[src/rtl/spi_slv_pkg.sv]
// Shared register map, STATUS bit positions and helpers for the SPI slave peripheral.
package spi_slv_pkg;

  localparam int unsigned WORD_W = 32;

  localparam logic [3:0] SPI_SLV_RXDATA = 4'h0;
  localparam logic [3:0] SPI_SLV_STATUS = 4'h4;
  localparam logic [3:0] SPI_SLV_TXDATA = 4'h8;

  localparam int unsigned ST_RX_VALID  = 0;
  localparam int unsigned ST_BUSY      = 1;
  localparam int unsigned ST_OVERRUN   = 2;
  localparam int unsigned ST_TX_EMPTY  = 3;
  localparam int unsigned ST_COUNT_LSB = 4;

  typedef enum logic [1:0] {
    REG_RXDATA = SPI_SLV_RXDATA[3:2],
    REG_STATUS = SPI_SLV_STATUS[3:2],
    REG_TXDATA = SPI_SLV_TXDATA[3:2],
    REG_RSVD   = 2'd3
  } reg_sel_e;

  // Word bit for serial position pos: byte pos[4:3], MSB-first inside the byte.
  function automatic logic [4:0] tx_bit_idx(input logic [4:0] pos);
    return {pos[4:3], ~pos[2:0]};
  endfunction

endpackage

[src/rtl/spi_slv_fifo.sv]
// Synchronous word FIFO; push is ignored when full, pop is ignored when empty.
module spi_slv_fifo #(
  parameter int unsigned DEPTH = 4,
  parameter int unsigned WIDTH = 32
) (
  input  logic                      clk,
  input  logic                      rst,
  input  logic                      push,
  input  logic [WIDTH-1:0]          wdata,
  input  logic                      pop,
  output logic [WIDTH-1:0]          rdata,
  output logic                      full,
  output logic                      empty,
  output logic [$clog2(DEPTH):0]    count
);

  localparam int unsigned AW = $clog2(DEPTH);

  logic [WIDTH-1:0] mem [DEPTH];
  logic [AW-1:0]    wptr;
  logic [AW-1:0]    rptr;
  logic             do_push;
  logic             do_pop;

  assign full    = (count == (AW+1)'(DEPTH));
  assign empty   = (count == '0);
  assign do_push = push & ~full;
  assign do_pop  = pop & ~empty;
  assign rdata   = mem[rptr];

  always_ff @(posedge clk) begin
    if (do_push) mem[wptr] <= wdata;
  end

  always_ff @(posedge clk or posedge rst) begin
    if (rst) begin
      wptr  <= '0;
      rptr  <= '0;
      count <= '0;
    end else begin
      if (do_push) wptr <= wptr + AW'(1);
      if (do_pop)  rptr <= rptr + AW'(1);
      case ({do_push, do_pop})
        2'b10:   count <= count + (AW+1)'(1);
        2'b01:   count <= count - (AW+1)'(1);
        default: count <= count;
      endcase
    end
  end

endmodule

[src/rtl/spi_slv_periph.sv]
// Memory-mapped SPI mode-0 slave: packs LSB-byte-first words into an RX FIFO.
// Optional TX path on miso is enabled by defining SPI_SLV_PERIPH_TX_EN.
module spi_slv_periph
  import spi_slv_pkg::*;
#(
  parameter int unsigned FIFO_DEPTH = 4
) (
  input  logic              clk,
  input  logic              rst,
  input  logic              sck,
  input  logic              ss,
  input  logic              mosi,
  output logic              miso,
  input  logic [31:0]       addr,
  input  logic              we,
  input  logic              re,
  input  logic [31:0]       wd,
  output logic [31:0]       rd
);

  localparam int unsigned CW = $clog2(FIFO_DEPTH) + 1;

  logic [1:0]        sck_sync, ss_sync, mosi_sync;
  logic              sck_s, ss_s, mosi_s, sck_d, ss_d;
  logic              sck_rise, ss_rise;
  logic [2:0]        bit_cnt;
  logic [1:0]        byte_idx;
  logic [7:0]        byte_sr;
  logic [WORD_W-1:0] word;
  logic [7:0]        byte_new;
  logic              push, pop, full, empty, overrun, tx_empty;
  logic [WORD_W-1:0] head;
  logic [CW-1:0]     count;
  reg_sel_e          sel;
  logic              unused_addr;

  assign sck_s    = sck_sync[1];
  assign ss_s     = ss_sync[1];
  assign mosi_s   = mosi_sync[1];
  assign sck_rise = sck_s & ~sck_d;
  assign ss_rise  = ss_s & ~ss_d;
  assign byte_new = {byte_sr[6:0], mosi_s};
  assign push     = sck_rise & ~ss_s & (bit_cnt == 3'd7) & (byte_idx == 2'd3);
  assign sel      = reg_sel_e'(addr[3:2]);
  assign pop      = re & (sel == REG_RXDATA) & ~empty;
  assign unused_addr = ^{addr[31:4], addr[1:0]};

  // ss resets high so a reset never looks like a selected transfer.
  always_ff @(posedge clk or posedge rst) begin
    if (rst) begin
      sck_sync  <= 2'b00;
      ss_sync   <= 2'b11;
      mosi_sync <= 2'b00;
      sck_d     <= 1'b0;
      ss_d      <= 1'b1;
    end else begin
      sck_sync  <= {sck_sync[0], sck};
      ss_sync   <= {ss_sync[0], ss};
      mosi_sync <= {mosi_sync[0], mosi};
      sck_d     <= sck_s;
      ss_d      <= ss_s;
    end
  end

  always_ff @(posedge clk or posedge rst) begin
    if (rst) begin
      bit_cnt  <= '0;
      byte_idx <= '0;
      byte_sr  <= '0;
      word     <= '0;
    end else if (ss_rise) begin
      bit_cnt  <= '0;
      byte_idx <= '0;
      byte_sr  <= '0;
      word     <= '0;
    end else if (sck_rise && !ss_s) begin
      bit_cnt <= bit_cnt + 3'd1;
      byte_sr <= byte_new;
      if (bit_cnt == 3'd7) begin
        word[{byte_idx, 3'b000} +: 8] <= byte_new;
        byte_idx <= byte_idx + 2'd1;
      end
    end
  end

  spi_slv_fifo #(
    .DEPTH (FIFO_DEPTH),
    .WIDTH (WORD_W)
  ) u_fifo (
    .clk   (clk),
    .rst   (rst),
    .push  (push),
    .wdata ({byte_new, word[23:0]}),
    .pop   (pop),
    .rdata (head),
    .full  (full),
    .empty (empty),
    .count (count)
  );

  // A new overrun in the same cycle as a software clear keeps the flag set.
  always_ff @(posedge clk or posedge rst) begin
    if (rst)                 overrun <= 1'b0;
    else if (push && full)   overrun <= 1'b1;
    else if (we && sel == REG_STATUS && wd[ST_OVERRUN]) overrun <= 1'b0;
  end

`ifdef SPI_SLV_PERIPH_TX_EN
  logic              sck_fall;
  logic              tx_wr;
  logic [WORD_W-1:0] tx_hold;
  logic [WORD_W-1:0] tx_sr;
  logic [4:0]        tx_ptr;

  assign sck_fall = ~sck_s & sck_d;
  assign tx_wr    = we & (sel == REG_TXDATA);

  // Position 0 of each word is driven live from tx_hold; the copy happens on the following fall.
  always_ff @(posedge clk or posedge rst) begin
    if (rst) begin
      tx_hold  <= '0;
      tx_sr    <= '0;
      tx_ptr   <= '0;
      tx_empty <= 1'b1;
      miso     <= 1'b0;
    end else begin
      if (ss_s) begin
        tx_ptr <= '0;
        miso   <= 1'b0;
      end else if (sck_fall) begin
        tx_ptr <= tx_ptr + 5'd1;
        if (tx_ptr == 5'd0) begin
          tx_sr    <= tx_hold;
          tx_empty <= 1'b1;
          miso     <= tx_hold[6];
        end else if (tx_ptr == 5'd31) begin
          miso <= tx_hold[7];
        end else begin
          miso <= tx_sr[tx_bit_idx(tx_ptr + 5'd1)];
        end
      end else if (tx_ptr == 5'd0) begin
        miso <= tx_hold[7];
      end
      if (tx_wr) begin
        tx_hold  <= wd;
        tx_empty <= 1'b0;
      end
    end
  end
`else
  logic unused_wd;
  assign unused_wd = ^{wd[31:3], wd[1:0]};
  assign miso      = 1'b0;
  assign tx_empty  = 1'b1;
`endif

  always_comb begin
    rd = '0;
    case (sel)
      REG_RXDATA: rd = empty ? '0 : head;
      REG_STATUS: begin
        rd[ST_RX_VALID]           = ~empty;
        rd[ST_BUSY]               = ~ss_s;
        rd[ST_OVERRUN]            = overrun;
        rd[ST_TX_EMPTY]           = tx_empty;
        rd[ST_COUNT_LSB +: 4]     = 4'(count);
      end
      default: rd = '0;
    endcase
  end

endmodule

[config.mk]
export PLATFORM = sky130hd
export DESIGN_NAME = spi_slv_periph
export DESIGN_NICKNAME = d
export VERILOG_FILES = /design/src/rtl/spi_slv_pkg.sv /design/src/rtl/spi_slv_fifo.sv /design/src/rtl/spi_slv_periph.sv
export SDC_FILE = /design/constraint.sdc
export NUM_CORES = 1
export LEC_CHECK = 0
export BUFFER_PORTS_ARGS = -buffer_cell sky130_fd_sc_hd__buf_4
export CORE_ASPECT_RATIO = 0.75
export CORE_MARGIN = 2
export CORE_UTILIZATION = 40
export CTS_BUF_LIST = sky130_fd_sc_hd__clkbuf_8
export DETAILED_ROUTE_END_ITERATION = 16
export GPL_TIMING_DRIVEN = 0
export PLACE_DENSITY = 0.61
export SYNTH_ARGS = -nofsm -noshare
export SYNTH_HDL_FRONTEND = slang
export SYNTH_HIERARCHICAL = 1
export SYNTH_SLANG_ARGS = --single-unit
[constraint.sdc]
create_clock -name clk -period 2.25 [get_ports clk]
set_input_delay 0.1125 -clock clk [delete_from_list [all_inputs] [get_ports clk]]
set_output_delay 0.1125 -clock clk [all_outputs]
set_load 0.03 [all_outputs]
# After elaboration in Yosys (flattened, before gate mapping)
# Memories as Yosys holds them, arrays and structs flattened.
# Cells that the tools add are included.
# op_classes
shifts	2
muxes	19
eq_ne	6
reduce_logical	12
n_addsub	7
bitwise	14
# op_table
cell	n
$mux W32	4
$bwmux W32	1
$shift A8 B7 Y32 const A	1
$shiftx A8 B7 Y32	1
$mux W24	1
$pmux W8 S2	1
$mux W7	2
$and A1 B1 Y1	9
$reduce_bool A2 Y1	4
$neg A5 Y7	1
$add A2 B1 Y2 const B	3
$add A3 B1 Y3 const B	2
$eq A3 B3 Y1 const B	2
$mux W2	3
$mux W3	2
$pmux W3 S2	1
$not A1 Y1	5
$eq A2 B1 Y1 const B	2
$eq A2 B2 Y1 const B	2
$logic_and A1 B1 Y1	4
$mux W1	4
$logic_not A3 Y1	1
$sub A3 B1 Y3 const B	1
$logic_not A2 Y1	1
2 further kinds	2
# totals
ff_bits	60
mem_count	1
ramBits	128
word_cells	74
# mem_list
memory	words	width	read_ports	rd_ports_with_merged_regs	write_ports	line	source
u_fifo.mem	4	32	1	0	1	spi_slv_fifo.sv:19	logic [WIDTH-1:0] mem [DEPTH];

# Longest topological paths before layout
# logic_depth
word_depth	8
depth_mapped	12

# Hierarchy
# Netlist, hierarchy kept.
# by_module_without_submodules
mod	area_each_um2	seq_area_each_um2	n_inst	cells_each
spi_slv_fifo	5094.9	4018.9	1	206
spi_slv_periph	2248.4	1129.8	1	237

# Worst setup path after synthesis
# Ideal clock, no wire load.
# synth_path
kind	flip-flop to flip-flop
start	reg bit_cnt[0]
end	mem u_fifo.mem[0][0], enable pin
setup_time_ps	392
arrival_ps	2069
slack_ps	-211
path_stages_with_launch	7
cell_sequence	dfrtp_1 -> ha_1 -> ha_1 -> and4bb_2 -> and2_1 -> nor2b_2 -> and2_1
# synth_between
elab_chain_cells	6
# synth_lines
element	line	source
start, declared	spi_slv_periph.sv:26	logic [2:0] bit_cnt;
start signal, assigned	spi_slv_periph.sv:77	bit_cnt <= bit_cnt + 3'd1;
$eq A3 B3 Y1	spi_slv_periph.sv:43	assign push = sck_rise & ~ss_s & (bit_cnt == 3'd7) & (byte_idx == 2'd3);
$and A1 B1 Y1 (2 in a row)	spi_slv_periph.sv:43	
via push	spi_slv_periph.sv:31	logic push, pop, full, empty, overrun, tx_empty;
$and A1 B1 Y1	spi_slv_fifo.sv:27	assign do_push = push & ~full;
$mux W1	spi_slv_fifo.sv:32	if (do_push) mem[wptr] <= wdata;
$mux W1 (not written as such)	spi_slv_fifo.sv:32	
end, declared	spi_slv_fifo.sv:19	
# The timed path passes the listed nets, and every way through them passes these cells.

# Final worst setup path
# layout_path
start	reg bit_cnt[0]
end	reg u_fifo.count[2]
# layout_between
elab_chain_cells	6
word_cells_on_any_way	8
cone_classes	eq/ne (3); mux (1); bitwise (3); reduce/logical (1)
# layout_lines
element	line	source
$eq A3 B3 Y1 *	spi_slv_periph.sv:43	
$and A1 B1 Y1 * (2 in a row)	spi_slv_periph.sv:43	
via push	spi_slv_periph.sv:31	
$and A1 B1 Y1 *	spi_slv_fifo.sv:27	
$eq A2 B1 Y1 or $eq A2 B2 Y1 (tied branches)	spi_slv_fifo.sv:43	case ({do_push, do_pop})
$pmux W3 S2 or $reduce_bool A2 Y1 (tied branches)	--	
end signal, assigned	spi_slv_fifo.sv:44	2'b10: count <= count + (AW+1)'(1);
end signal, assigned	spi_slv_fifo.sv:45	2'b01: count <= count - (AW+1)'(1);
end signal, assigned	spi_slv_fifo.sv:46	default: count <= count;
end, declared	spi_slv_fifo.sv:14	output logic [$clog2(DEPTH):0] count
# Mark *: on every way through the listed nets, which the timed path passes. The rest lies on a longest branch.
# A chain may end at the register's enable or synchronous reset.

==> flow_summary.ini <==
[outcome]
status = finished, violations left
violations = negative setup slack

[sta]
relSlewSlack_pct = 62.90
worst_slack_ns = -0.09973
setup-violations-final = 1
hold_viol = 0
tns_ns = -0.09973
finalClockSkew_ns = 0.01178
slew_viol_final = 0
max_freq_mhz = 425.6
rsz0062_at_grt = yes
tightest_slew_ns = 0.5541
post-route-period-util_pct = 104.4
fin_crit_ns = 2.350

[setup_path]
crit_path_start_kind = flop
ff2ff_path_depth = 12
cpPeakStageDelay_ns = 0.41
worst_path_max_delay_cell = dfrtp_1
cp-end-kind = flop
cp.arrival_ns = 2.73
startpoint = bit_cnt[0]$_DFFE_PP0N_
cp_cell_sequence = ha_2 -> ha_2 -> and4bb_2 -> and2_4 -> nor2b_4 -> inv_2 -> ha_4 -> inv_2 -> fa_2 -> xor2_1 -> nor2_1 -> xor2_1
r2r-start = bit_cnt[0]$_DFFE_PP0N_
worstPathMaxFanout = 4
worstSetupPathType = reg2reg
required_ns = 2.63

[global_route]
antenna_found_initial = 0
grtUsageTotal_pct = 16.27
grt_pass1_vias = 4024
grt_overflow = 0
grt_pass1_wl_mm = 23.03
grt_max_degree = 45

[synthesis]
syn_area_per_cell_um2 = 16.58
synthFlopType = edfxtp_1
syn_area_mm2 = 0.007343
synthCells = 443
synth_fp_nets = 527
seq_area_frac_synth_pct = 70.11
yosysWarnings = 6
synth_cell_type_count = 40
ys_ff_latch = 180
synthArstFlopShare_pct = 28.89
synth_edf_count = 128

[final_layout]
layout_common_cells = edfxtp_1, buf_4, dfrtp_1, nand2_1, mux4_2
fill_cells = 1478
drive_above_1_share_pct = 28.97
nNetsFinal = 606
design_area_mm2 = 0.008688
area_growth_pct = 18.32
antenna_cells = 0
final_common_cell = edfxtp_1

[clock_tree]
clock_sinks = 180
clock-root-buffer = clkbuf_8
numCtsBuffers = 17
clk_pin_slew_ns = 0.09
htree_levels = 4
insertion_delay_ns = 0.46
cts_buffer_depth = 2
cts_tree = built

[route]
postRouteAntennaNets = 0
routed_wl_mm = 14.65
via_per_inst = 5.023
firstDrtPassIters = 5
routedWlPerCell_um = 18.85
num_vias = 3903
drtIter0Drc = 274
drc = 0

[run]
cap_violations = 0

[placement]
place.gp.congestion = 0.8055
dp_hpwl_mm = 8.828
placed_area_mm2 = 0.007979
io_buffers = 39

[die]
core-area_mm2 = 0.01781
fp.dieArea_mm2 = 0.01947
fp.dieH_um = 121.3
start_util_pct = 41.22
die_w_um = 160.5
io-pin-count = 104
row_count = 42

[pwr]
pwr_density_cell_mw_per_mm2 = 853.9
ir_drop_v = 0.0004706
leakage_nw = 3.058

[min_path]
min_path_type = in2async
==> cell usage after synthesis (2+ instances only) <==
cell type	instances	area share (%)
xnor2_1	4	0.48
nor2b_1	3	0.26
nor2_1	11	0.56
dfstp_2	3	1.1
inv_1	11	0.56
buf_2	10	0.68
and2_1	32	2.7
xor2_1	3	0.36
mux2i_1	11	1.5
ha_1	12	2.0
dfrtp_1	49	17
o22ai_1	8	0.68
o21ai_0	17	1.2
mux4_1	4	1.4
mux4_2	28	8.6
buf_12	3	0.82
nand3_1	16	1.1
clkbuf_1	9	0.46
nor3b_2	3	0.51
nor3_1	2	0.14
a21oi_1	2	0.14
buf_6	3	0.46
nand2_1	44	2.2
a22oi_1	4	0.41
edfxtp_1	128	52
nand4_1	9	0.77
==> worst max-delay path, delay by kind of cell, from the launching register on <==
| kind | cells | cell delay, ns |
|---|---|---|
| adder cells (fa/ha/maj) | 4 | 0.78 |
| AND/OR/NAND/NOR | 4 | 0.66 |
| flip-flops | 1 | 0.41 |
| XOR/XNOR | 2 | 0.31 |
| buffers and inverters | 2 | 0.11 |
==> through the flow <==
step	utilization, %	hold WS, ns	total power [mW]	instances	worst slack (ns)
global route	48.77	0.05352	7.736	777	-0.1860
floorplan	-	-0.08410	4.796	443	-0.04579
CTS	47.94	0.03856	7.452	771	-0.1450
detailed placement	44.79	-0.01219	5.203	725	-0.5503
finish	48.77	0.06250	7.419	777	-0.09973
global placement	44.68	0.08084	5.176	724	-0.4868
==> what timing repair did <==
item,CTS,global route
endpoints found under the hold margin,56,0
hold buffers,6,0
endpoints found under the setup margin,160,113
pin swaps,5,3
gates resized for setup,13,6
cloned,2,0
setup buffers,7,7
==> worst paths after layout <==
kind                                               end  slack [ns]
max                        u_fifo/count[2]$_DFFE_PP0P_        -0.1
min                                overrun$_DFFE_PP0P_        0.06
max reg2reg                u_fifo/count[2]$_DFFE_PP0P_        -0.1
min reg2reg                      sck_sync[1]$_DFF_PP0_        0.35
max in group asynchronous               ss_d$_DFF_PP1_        1.71
min in group clk            u_fifo/rptr[0]$_DFFE_PP0P_        0.21
==> final cells by class <==
class,instances,area (um^2),share of cell area [%]
Sequential cell,180,5151,59.29
Multi-Input combinational cell,228,2046,23.55
Timing Repair Buffer,60,578.1,6.653
Tap cell,242,302.8,3.485
Clock buffer,17,234.0,2.693
Buffer,24,183.9,2.117
Clock inverter,15,151.4,1.743
Inverter,11,41.29,0.4752
==> power by group <==
| group | internal (mW) | total [mW] | switching (mW) |
|---|---|---|---|
| logic | 0.796 | 1.57 | 0.772 |
| registers | 3.59 | 3.70 | 0.114 |
| clock network | 1.07 | 2.15 | 1.08 |
| total | 5.45 | 7.42 | 1.97 |
==> state kept, by name, indices dropped and copies added (netlist names), 2 cells and up <==
signal,cells
byte_sr,7
ss_sync,2
bit_cnt,3
u_fifo/wptr,2
u_fifo/mem,128
u_fifo/rptr,2
byte_idx,2
mosi_sync,2
sck_sync,2
u_fifo/count,3
word,24
==> logic make-up after synthesis <==
family | Yosys count | synth area share [%]
AO/OA/AOI/OAI | 33 | 2.624
XOR/XNOR | 7 | 0.8349
adder cells (fa/ha/maj) | 13 | 2.317
buffers and inverters | 37 | 3.084
flip-flops | 180 | 70.11
multiplexers | 44 | 11.67
other | 1 | 0.05107
AND/OR/NAND/NOR | 128 | 9.303
==> metal layers <==
metal	vias up	global-route usage (%)	routed length, um	share of wire, %
li1	1813	-	-	-
met1	1994	23.05	6909	47
met2	85	25.30	6768	46
met3	11	4.306	819	5.6
met4	0	3.998	148	1.0
met5	-	0	0	0
Note: power is estimated with default switching activity, not from simulation.
